--- src/rtl/e_operand_pkg.sv ---
// Shared encodings for the E-stage operand unit: operand-B source selects
// and the "no forwarding" select value.
package e_operand_pkg;

  localparam logic [1:0] SRC_B_REG   = 2'd0;
  localparam logic [1:0] SRC_B_IMM   = 2'd1;
  localparam logic [1:0] SRC_B_SHAMT = 2'd2;
  localparam logic [1:0] SRC_B_LUI   = 2'd3;

  localparam int unsigned FWD_NONE = 0;

endpackage

--- src/rtl/e_fwd_mux.sv ---
// Combinational forward selector: 0 picks the register value, k picks
// fwd_i slice k-1, and any select above NUM_FWD falls back to the register.
module e_fwd_mux
  import e_operand_pkg::*;
#(
  parameter int WIDTH   = 32,
  parameter int NUM_FWD = 2,
  parameter int FSEL_W  = $clog2(NUM_FWD + 1)
) (
  input  logic [FSEL_W-1:0]        sel_i,
  input  logic [WIDTH-1:0]         reg_i,
  input  logic [NUM_FWD*WIDTH-1:0] fwd_i,
  output logic [WIDTH-1:0]         data_o
);

  // Table covers every select encoding, so out-of-range codes need no guard.
  logic [WIDTH-1:0] src_s [2**FSEL_W];

  for (genvar k = 0; k < 2**FSEL_W; k++) begin : g_src
    if ((k == FWD_NONE) || (k > NUM_FWD)) begin : g_reg
      assign src_s[k] = reg_i;
    end else begin : g_fwd
      assign src_s[k] = fwd_i[k*WIDTH-1 -: WIDTH];
    end
  end

  // Select the resolved operand.
  always_comb begin
    data_o = src_s[sel_i];
  end

endmodule

--- src/rtl/e_operand_stage.sv ---
// E-stage operand unit: forwarding for rs/rt, operand-B source mux and a
// one-deep valid/ready output register with a saturating back-pressure counter.
module e_operand_stage
  import e_operand_pkg::*;
#(
  parameter int WIDTH   = 32,
  parameter int NUM_FWD = 2,
  parameter int FSEL_W  = $clog2(NUM_FWD + 1),
  parameter int CNT_W   = 16
) (
  input  logic                     clk,
  input  logic                     reset,
  input  logic                     flush,
  input  logic                     in_valid,
  output logic                     in_ready,
  input  logic [WIDTH-1:0]         in_rs_data,
  input  logic [WIDTH-1:0]         in_rt_data,
  input  logic [WIDTH-1:0]         in_imm,
  input  logic [4:0]               in_rt,
  input  logic [1:0]               in_src_b,
  input  logic [FSEL_W-1:0]        in_fwd_a,
  input  logic [FSEL_W-1:0]        in_fwd_b,
  input  logic [NUM_FWD*WIDTH-1:0] fwd_data,
  output logic                     out_valid,
  input  logic                     out_ready,
  output logic [WIDTH-1:0]         out_a,
  output logic [WIDTH-1:0]         out_b,
  output logic [WIDTH-1:0]         out_rt,
  output logic [CNT_W-1:0]         stall_cnt
);

  localparam logic [CNT_W-1:0] CNT_MAX = {CNT_W{1'b1}};

  logic [WIDTH-1:0] fa_s, fb_s, b_s, lui_s;
  logic             accept_s;

  logic             valid_q, valid_d;
  logic [WIDTH-1:0] a_q, a_d, b_q, b_d, rt_q, rt_d;
  logic [CNT_W-1:0] cnt_q, cnt_d;

  e_fwd_mux #(.WIDTH(WIDTH), .NUM_FWD(NUM_FWD), .FSEL_W(FSEL_W)) u_fwd_a (
    .sel_i  (in_fwd_a),
    .reg_i  (in_rs_data),
    .fwd_i  (fwd_data),
    .data_o (fa_s)
  );

  e_fwd_mux #(.WIDTH(WIDTH), .NUM_FWD(NUM_FWD), .FSEL_W(FSEL_W)) u_fwd_b (
    .sel_i  (in_fwd_b),
    .reg_i  (in_rt_data),
    .fwd_i  (fwd_data),
    .data_o (fb_s)
  );

  // Upper immediate lands in bits [31:16]; the cast zero-fills wider datapaths.
  assign lui_s    = WIDTH'({in_imm[15:0], 16'h0000});
  assign in_ready = !valid_q || out_ready;
  assign accept_s = in_valid && in_ready;

  // Operand-B source selection.
  always_comb begin
    b_s = fb_s;
    case (in_src_b)
      SRC_B_REG:   b_s = fb_s;
      SRC_B_IMM:   b_s = in_imm;
      SRC_B_SHAMT: b_s = {{(WIDTH-5){1'b0}}, in_rt};
      SRC_B_LUI:   b_s = lui_s;
      default:     b_s = fb_s;
    endcase
  end

  // Next-state for handshake, operand registers and stall counter.
  always_comb begin
    valid_d = valid_q;
    a_d     = a_q;
    b_d     = b_q;
    rt_d    = rt_q;
    cnt_d   = cnt_q;

    // Flush wins over accept and drops whatever was held.
    if (flush) begin
      valid_d = 1'b0;
    end else if (accept_s) begin
      valid_d = 1'b1;
      a_d     = fa_s;
      b_d     = b_s;
      rt_d    = fb_s;
    end else if (out_ready) begin
      valid_d = 1'b0;
    end else begin
      valid_d = valid_q;
    end

    if (valid_q && !out_ready && !flush && (cnt_q != CNT_MAX)) begin
      cnt_d = cnt_q + {{(CNT_W-1){1'b0}}, 1'b1};
    end else begin
      cnt_d = cnt_q;
    end
  end

  // State registers with synchronous reset.
  always_ff @(posedge clk) begin
    if (reset) begin
      valid_q <= 1'b0;
      a_q     <= '0;
      b_q     <= '0;
      rt_q    <= '0;
      cnt_q   <= '0;
    end else begin
      valid_q <= valid_d;
      a_q     <= a_d;
      b_q     <= b_d;
      rt_q    <= rt_d;
      cnt_q   <= cnt_d;
    end
  end

  assign out_valid = valid_q;
  assign out_a     = a_q;
  assign out_b     = b_q;
  assign out_rt    = rt_q;
  assign stall_cnt = cnt_q;

endmodule
--- config.mk ---
export PLATFORM = sky130hd
export DESIGN_NAME = e_operand_stage
export DESIGN_NICKNAME = d
export VERILOG_FILES = /design/src/rtl/e_operand_pkg.sv /design/src/rtl/e_fwd_mux.sv /design/src/rtl/e_operand_stage.sv
export SDC_FILE = /design/constraint.sdc
export NUM_CORES = 1
export LEC_CHECK = 0
export ABC_AREA = 1
export CORE_MARGIN = 2
export CORE_UTILIZATION = 44
export CTS_CLUSTER_DIAMETER = 30
export DETAILED_ROUTE_END_ITERATION = 16
export HOLD_SLACK_MARGIN = 0.1
export PLACE_DENSITY = 0.81
export SYNTH_ARGS = -nofsm -noshare
export SYNTH_HDL_FRONTEND = slang
export SYNTH_SLANG_ARGS = --single-unit
export TNS_END_PERCENT = 10
--- constraint.sdc ---
create_clock -name clk -period 2.1 [get_ports clk]
set_clock_uncertainty 0.15 [all_clocks]
set_input_delay 0.42 -clock clk [delete_from_list [all_inputs] [get_ports clk]]
set_output_delay 0.42 -clock clk [all_outputs]
set_load 0.01 [all_outputs]
Word level (Yosys, flattened, before mapping). Cells that the tools add are included.

ROM bits: 0. Bits in registers: 113. RAM bits: 0. Latch bits: 0. Memories kept: 0.

Magnitude comparators: 2. Add/subtract/negate cells: 1. Multiply operators: 0. Equal/unequal tests: 4. Shift-type cells: 0. Reduce and logical (&&, ||, !) cells: 12. Divide/modulo/power cells: 0. Bitwise gates (word level): 3. Muxes and demuxes: 9.

Operators by type and width (count): 32-bit binary-select mux with 2-bit select (2); 32-bit 2-to-1 mux (4); 32-bit case mux with 4 select lines (1); 16-bit by 1-bit adder with 16-bit output, second input constant (1); 16-bit inequality test, second input constant (1); 3-bit >= comparator, second input constant (2); 2-bit inverter with 3-bit output (2); 2-bit equality test, second input constant (2); 1-bit logical AND (4); 1-bit zero test (3); 2-bit by 1-bit equality test with 1-bit output, second input constant (1); 2-bit zero test (1); 1-bit 2-to-1 mux (2); 2-bit AND reduction (1); 2-bit nonzero test (1); 2-bit OR reduction (1); 1-bit logical OR (1); 1-bit inverter (1).

Longest topological paths before layout. Gate-level depths: netlist of run 1.

Word-level depth: 5. Gate-level depth with buffers: 10. Mapped depth without buffers: 9.

Hierarchy. A second synthesis of run 1 with hierarchy kept.

Cell total of the unflattened synthesis: 1337. Area, all modules: 7631.1 um^2.

Modules (own cells, without submodules): e_operand_stage (times used 1, sequential area each 2262.2 um^2, area an instance 4745.8 um^2, cells an instance 653); e_fwd_mux (times used 2, sequential area each 0.0 um^2, area an instance 1442.6 um^2, cells an instance 342).

Least setup slack after synthesis of run 1. OpenSTA, ideal clock, no wires.

Path kind: reg-to-reg. Start: register cnt_q[0] (netlist: stall_cnt[0]). End: register cnt_q[0] (netlist: stall_cnt[0]). Arrival: 1263 ps. Setup slack: 571 ps. Setup time: 116 ps. Cell stages (with the launch flop): 9. Data required time: 1834 ps. Cell sequence: dfxtp_1 ha_1 nand3_1 nor2_2 nand2_1 nand2_1 inv_1 nor2_1 nor2_1.

Cells in the longest elaborated chain, start to end: 2. Elaborated cells between the ends (all ways): 3. Those cells by class: add/sub: 1; eq/ne: 1; reduce/logical: 1.

Ends and longest elaborated chain: start: declaration (line e_operand_stage.sv:39) `logic [CNT_W-1:0] cnt_q, cnt_d;`; start signal: assignment (line e_operand_stage.sv:114) `cnt_q <= cnt_d;`; branches (longest 2 deep; another with 16-bit by 1-bit adder with 16-bit output).

Parallel ways; which one is timed is not known. A chain may end at the register's enable or synchronous reset.

Worst setup path after layout of run 1.
Start: register cnt_q[2] (netlist: stall_cnt[2]). End: output stall_cnt[2].

RTL lines: end: declaration (line e_operand_stage.sv:29) `output logic [CNT_W-1:0] stall_cnt`.

No word-level cell between the ends.

==> metrics.md, run 1 <==
| Metric | Value |
|---|---|
| Number of global-route vias before repair | `7918` |
| Final weighted congestion in routability-driven placement | `0.908` |
| Number of top-level design ports | `290` |
| Post-synthesis compound-gate area fraction | `0.272` |
| Starting density of the core | `0.447` |
| Adder and majority gate portion of the synthesized area | `0.00177` |
| Horizontal die dimension | `131 microns` |
| Syn. warnings | `0` |
| Arrival @ worst endpoint | `1.44 ns` |
| DRC | `0` |
| Largest fanout on the critical path | `6` |
| Met1 track demand over resource in global routing | `0.358` |
| Critical path launch point | `stall_cnt[2]` |
| Worst Max-Slew Pin Slew | `0.502 ns` |
| Required time of the critical path | `1.53 ns` |
| Sequential element share of the synthesized area | `0.321` |
| Minimum hold slack | `0.312 ns` |
| Area fraction in and, or, nand and nor cells after synthesis | `0.265` |
| Worst Min Path Start | `out_rt[15]` |
| Final Routed Wirelength | `25900 microns` |
| Worst slack at placement | `-0.00535 ns` |
| Total leakage power | `4.46 nW` |
| Hold crit path type | `register to register` |
| Total setup violations reported at the end of the flow | `0` |
| TritonCTS sink count | `113` |
| Number of synthesized register bits | `113` |
| Setup crit start kind | `register` |
| FF-to-FF path depth | `8` |
| Initial DRT Pass Iterations | `5` |
| Post-Syn Nets | `1319` |
| Global routing met3 resource utilization | `0.0786` |
| Synthesized area per cell | `6.17 sq um` |
| Post-detailed-route wirelength per cell | `15.9 microns` |
| Pin count of the biggest net entering global routing | `67` |
| Share of the synthesized area in the top cell type | `0.321` |
| Result of the run | `finished clean` |
| Via/cell ratio | `5.24` |
| Area growth from synthesis to layout | `51.7%` |
| Gr usage total | `0.305` |
| Cells after Synth | `1142` |
| CORE AREA | `0.0158 sq mm` |
| Post-layout instance count excluding filler cells | `1635` |
| Post-DP HPWL | `19800 microns` |
| Most used cells in the layout excluding fill and tap cells | `283 x clkdlybuf4s50_1, 212 x nand2_1, 150 x o21ai_0` |
| Final critical-path setup slack | `0.0948 ns` |
| Unique cell type count in the Yosys netlist | `24` |
| Clock tree from TritonCTS | `built` |
| H-Tree Depth | `4` |
| Final hold viol count | `0` |
| Residual antenna-violating net count after detailed routing | `0` |
| Max-slew headroom at the worst pin | `0.665` |
| Inserted Clock Buffers | `17` |
| Total Nets Final | `1583` |
| Series of cell instances along the critical path | `clkdlybuf4s50_1` |
| Worst-case vdd ir drop | `0.569 mV` |
| Clock latency at the later pin of the worst-skew pair | `0.41 ns` |
| Vert. Die Dim | `131 microns` |
| Row count | `46` |
| Diodes inserted | `0` |
| Startpoint-to-endpoint class of the critical path | `register to output pin` |
| Max clock buf depth | `2` |
| Slowest cell delay on critical path | `0.58 ns` |
| Number of instances on the worst hold path | `2` |
| Grt ovf | `0` |
| Synth area leader | `dfxtp_1` |
| Cell count after placement | `1603` |
| Root buffer cell | `clkbuf_16` |
| Most frequent standard cell in the layout excluding fill and tap cells | `clkdlybuf4s50_1` |
| Die area | `0.0171 sq mm` |
| Detailed-route via count | `8564` |
| Met2 usage | `0.521` |
| Top cell family by delay on the critical path | `buffers and inverters` |
| Number of max-capacitance violations reported | `0` |
| Xor-xnor portion of the synthesized cell area | `0` |
| Buffers on Ports | `289` |
| Buffering stage count on the worst path with inverters included | `1` |
| Slowest stage cell on the critical path | `clkdlybuf4s50_1` |
| Main combinational cell family by area after synthesis | `compound AO/OA/AOI/OAI gates` |
| Number of setup buffers added after CTS | `0` |
| Placed Instance Area | `0.0101 sq mm` |
| Final Max Slew Viols | `0` |
| Synthesized cell area | `0.00705 sq mm` |
| Layout cell share with drive strength beyond 1 | `0.0662` |
| Clock-pin slew of the registers on the worst-case setup and hold paths | `0.05 ns` |
| Total power per unit cell area | `614 mW/mm^2` |
| Worst setup EP type | `output pin` |
| WP depth | `1` |
| Setup repair after global routing missed its margin | `false` |
| Final standard cell area without fillers | `0.0107 sq mm` |
| Count of hold-fix buffers inserted at cts | `0` |
| Most heavily used metal layer in global routing | `met2` |
| Multiplexer share of the synthesized area | `0` |
| Fmax | `499 MHz` |
| Area contributors post-synth | `dfxtp_1 32%, nand2_1 11%, o21ai_0 11%` |
| Minimum clock period | `2.01 ns` |
| Global-route wire length before repair | `40500 microns` |
| Iteration-0 DRC Markers | `578` |
| Source of the worst register-to-register timing path | `stall_cnt[0]` |
| Number of antenna violations at the first check in global routing | `0` |
| Fraction of the cycle the final worst path needs | `0.955` |
==> metal layers <==
metal	wire length, microns	share of wire	up-vias
li1	-	-	4279
met1	10200	0.39	3850
met2	12600	0.49	375
met3	2060	0.079	60
met4	1110	0.043	0
met5	0	0	-
==> flip-flops by register name, summed over array words and instances, names as in the netlist <==
register   flops
out_a         32
out_b         32
out_rt        32
stall_cnt     16
out_valid      1
==> final timing paths <==
path / to / slack [ns]
setup / recovery: stall_cnt[2] / 0.09
hold / removal: out_rt[15] / 0.31
setup reg to reg: stall_cnt[1] / 0.37
hold reg to reg: out_rt[15] / 0.31
==> area by class of cell <==
type                            count  area [sq um]
Clock buffer                       17           425
Clock inverter                     15           136
Fill cell                        1432          5070
Inverter                          123           464
Multi-Input combinational cell    819          3810
Sequential cell                   113          2260
Tap cell                          216           270
Timing Repair Buffer              332          3330
==> through the flow <==
stage / utilization / power [mW] / setup TNS (ns)
2_1_floorplan: - / 3.06 / 0
3_3_place_gp: 0.643 / 3.85 / -0.00570
3_5_place_dp: 0.643 / 3.88 / -0.0119
4_1_cts: 0.678 / 6.60 / 0
5_1_grt: 0.678 / 6.86 / 0
6_report: 0.678 / 6.57 / 0
==> where the power goes <==
part	internal, mW	switching, mW
registers	2.26	0.0668
logic	0.764	0.751
clock network	1.63	1.09
total	4.66	1.91
==> synthesized netlist by cell type (all sizes together) <==
cell type / n
clkbuf: 24
ha: 1
nor2: 151
o211ai: 32
nand2: 216
inv: 123
a21boi: 11
dfxtp: 113
o21ai: 183
nand3: 86
a21oi: 136
nand4: 3
buf: 63
==> repair_timing <==
item,in CTS,in global routing
resized for setup,1,0
endpoints found under the setup margin,1,0
hold endpoints to repair,0,0
==> kinds of logic (layout without fill, tap and decap cells) <==
kind of cell             Yosys count  in the layout
AO/OA/AOI/OAI                    362            362
adder cells (fa/ha/maj)            1              1
buffers and inverters            210            487
flip-flops                       113            113
AND/OR/NAND/NOR                  456            456
No activity file was read; power rests on OpenSTA's default activity.
==> run 2: changes to the inputs <==
==> constraint.sdc (replaced) <==
create_clock -name clk -period 2.2 [get_ports clk]
set_clock_uncertainty 0.15 [all_clocks]
set_input_delay 0.44 -clock clk [delete_from_list [all_inputs] [get_ports clk]]
set_output_delay 0.44 -clock clk [all_outputs]
set_load 0.01 [all_outputs]
==> run 2 against run 1 <==
Sequential power is 5% lower; hold slack worse by 0.018 ns; critical path depth grew 3; wire length hardly changed; count of clock-buffer cells in the layout is 3 higher; cell count is 0.37% lower; global-route usage fell by 0.17 points; first-iteration DRC count is 6.9% higher; combinational power decreased by 5%; critical path type is now primary input to output pin; largest power group unchanged; highest routed layer unchanged.
==> metrics.md, run 2 (synthesis results as in run 1) <==
| Metric | Value |
|---|---|
| Total setup violations reported at the end of the flow | `0` |
| Horizontal die dimension | `131 microns` |
| Buffering stage count on the worst path with inverters included | `3` |
| Total leakage power | `4.48 nW` |
| Count of hold-fix buffers inserted at cts | `0` |
| Required time of the critical path | `1.61 ns` |
| Largest fanout on the critical path | `2` |
| Final weighted congestion in routability-driven placement | `0.925` |
| Iteration-0 DRC Markers | `618` |
| Slowest stage cell on the critical path | `clkdlybuf4s50_1` |
| Series of cell instances along the critical path | `clkdlybuf4s50_1, inv_1, nand2_2, clkdlybuf4s50_1` |
| Post-layout instance count excluding filler cells | `1629` |
| Inserted Clock Buffers | `17` |
| CORE AREA | `0.0158 sq mm` |
| Detailed-route via count | `8516` |
| Via/cell ratio | `5.23` |
| Gr usage total | `0.303` |
| Worst setup EP type | `output pin` |
| Clock-pin slew of the registers on the worst-case setup and hold paths | `0.05 ns` |
| Grt ovf | `0` |
| DRC | `0` |
| Count of instances resized after the clock tree is built | `0` |
| Area growth from synthesis to layout | `52.2%` |
| Footprint of the multi-input gates | `0.00381 sq mm` |
| Hold crit path type | `primary input to register` |
| Most used cells in the layout excluding fill and tap cells | `284 x clkdlybuf4s50_1, 212 x nand2_1, 150 x o21ai_0` |
| Max-slew headroom at the worst pin | `0.689` |
| Worst Max-Slew Pin Slew | `0.466 ns` |
| Number of setup buffers added after CTS | `0` |
| Initial DRT Pass Iterations | `5` |
| Startpoint-to-endpoint class of the critical path | `primary input to output pin` |
| H-Tree Depth | `4` |
| Layout cell share with drive strength beyond 1 | `0.0609` |
| Row count | `46` |
| Number of top-level design ports | `290` |
| Arrival @ worst endpoint | `1.53 ns` |
| Fmax | `471 MHz` |
| Total of fill cells in the finished design | `1398` |
| Slowest cell delay on critical path | `0.53 ns` |
| TritonCTS sink count | `113` |
| Diodes inserted | `0` |
| Most frequent CP cell | `clkdlybuf4s50_1` |
| Fraction of the cycle the final worst path needs | `0.965` |
| Residual antenna-violating net count after detailed routing | `0` |
| Starting density of the core | `0.447` |
| Result of the run | `finished clean` |
| Final setup TNS | `0 ns` |
| Register area | `0.00226 sq mm` |
| Total Nets Final | `1578` |
| Final hold viol count | `0` |
| Vert. Die Dim | `131 microns` |
| Die area | `0.0171 sq mm` |
| Internal reg-to-reg setup slack | `0.44 ns` |
| Top cell family by delay on the critical path | `buffers and inverters` |
| Post-detailed-route wirelength per cell | `15.9 microns` |
| Global-route wire length before repair | `40100 microns` |
| Total power per unit cell area | `620 mW/mm^2` |
| Pin count of the biggest net entering global routing | `43` |
| Number of global-route vias before repair | `7977` |
| Most frequent standard cell in the layout excluding fill and tap cells | `clkdlybuf4s50_1` |
| Minimum clock period | `2.12 ns` |
| Number of antenna violations at the first check in global routing | `0` |
| Buffers on Ports | `289` |
| Worst-case vdd ir drop | `0.561 mV` |
| Post-DP HPWL | `19800 microns` |
| Root buffer cell | `clkbuf_16` |
| Number of max-capacitance violations reported | `0` |
| Final Routed Wirelength | `26000 microns` |
| Setup repair after global routing missed its margin | `false` |
| Clock latency at the later pin of the worst-skew pair | `0.41 ns` |
| Cell count after placement | `1598` |
| Clock tree from TritonCTS | `built` |
| Max clock buf depth | `2` |
| Setup crit start kind | `primary input` |
| Final Max Slew Viols | `0` |
-- run 2: cell types whose count changed in the layout (fill, tap and decap cells not counted), sizes merged --
| cell | change |
|---|---|
| clkinv | -2 |
| inv | -3 |
| buf | -5 |
| bufinv | +4 |
| clkinvlp | -3 |
| clkdlybuf4s50 | +1 |
| clkbuf | +3 |
| dlygate4sd2 | -1 |
-- run 2: path summary, 6_finish.rpt --
check                                   from            to  depth (start not counted)
worst max-delay path               out_ready      in_ready                          4
worst max register to register  stall_cnt[0]  stall_cnt[1]                          8
worst min register to register    out_rt[22]    out_rt[22]                          2
worst min-delay path                   reset    out_rt[25]                          2
-- run 2: per-layer routing --
metal | vias up | routed length [microns] | global-route usage
met2 | 366 | 12600 | 0.526
met3 | 61 | 2200 | 0.0855
met5 | - | 0 | 0
met1 | 3831 | 10100 | 0.346
met4 | 0 | 1030 | 0.141
li1 | 4258 | - | -
-- run 2: final cells by class --
type | instances | area share
Clock inverter | 11 | 0.0174
Sequential cell | 113 | 0.211
Timing Repair Buffer | 327 | 0.307
Multi-Input combinational cell | 819 | 0.355
Clock buffer | 20 | 0.0416
Tap cell | 216 | 0.0252
Inverter | 123 | 0.0433
-- run 2: worst register-to-register path: stages, from the launching register on --
cell	delay (ns)
dfxtp_1	0.40
ha_1	0.19
nand3_1	0.11
nor2_2	0.16
nand2_1	0.23
nand2_1	0.21
inv_1	0.07
nor2_1	0.08
nor2_1	0.05
-- run 2: stage by stage --
stage                util  hold slack [ns]  instance area (sq um)  setup slack, ns  power (mW)
finish              0.680            0.294                  10700           0.0781        6.65
global route        0.680            0.304                  10700           0.0183        6.92
CTS                 0.680            0.290                  10700           0.0691        6.67
global placement    0.640            0.300                  10100           0.0848        3.67
floorplan               -            0.337                   7050            0.671        2.92
detailed placement  0.640            0.307                  10100           0.0379        3.69
-- run 2: power by group --
group	internal (mW)	switching (mW)
clock network	2.02	0.958
registers	2.16	0.0619
logic	0.726	0.718
total	4.91	1.74
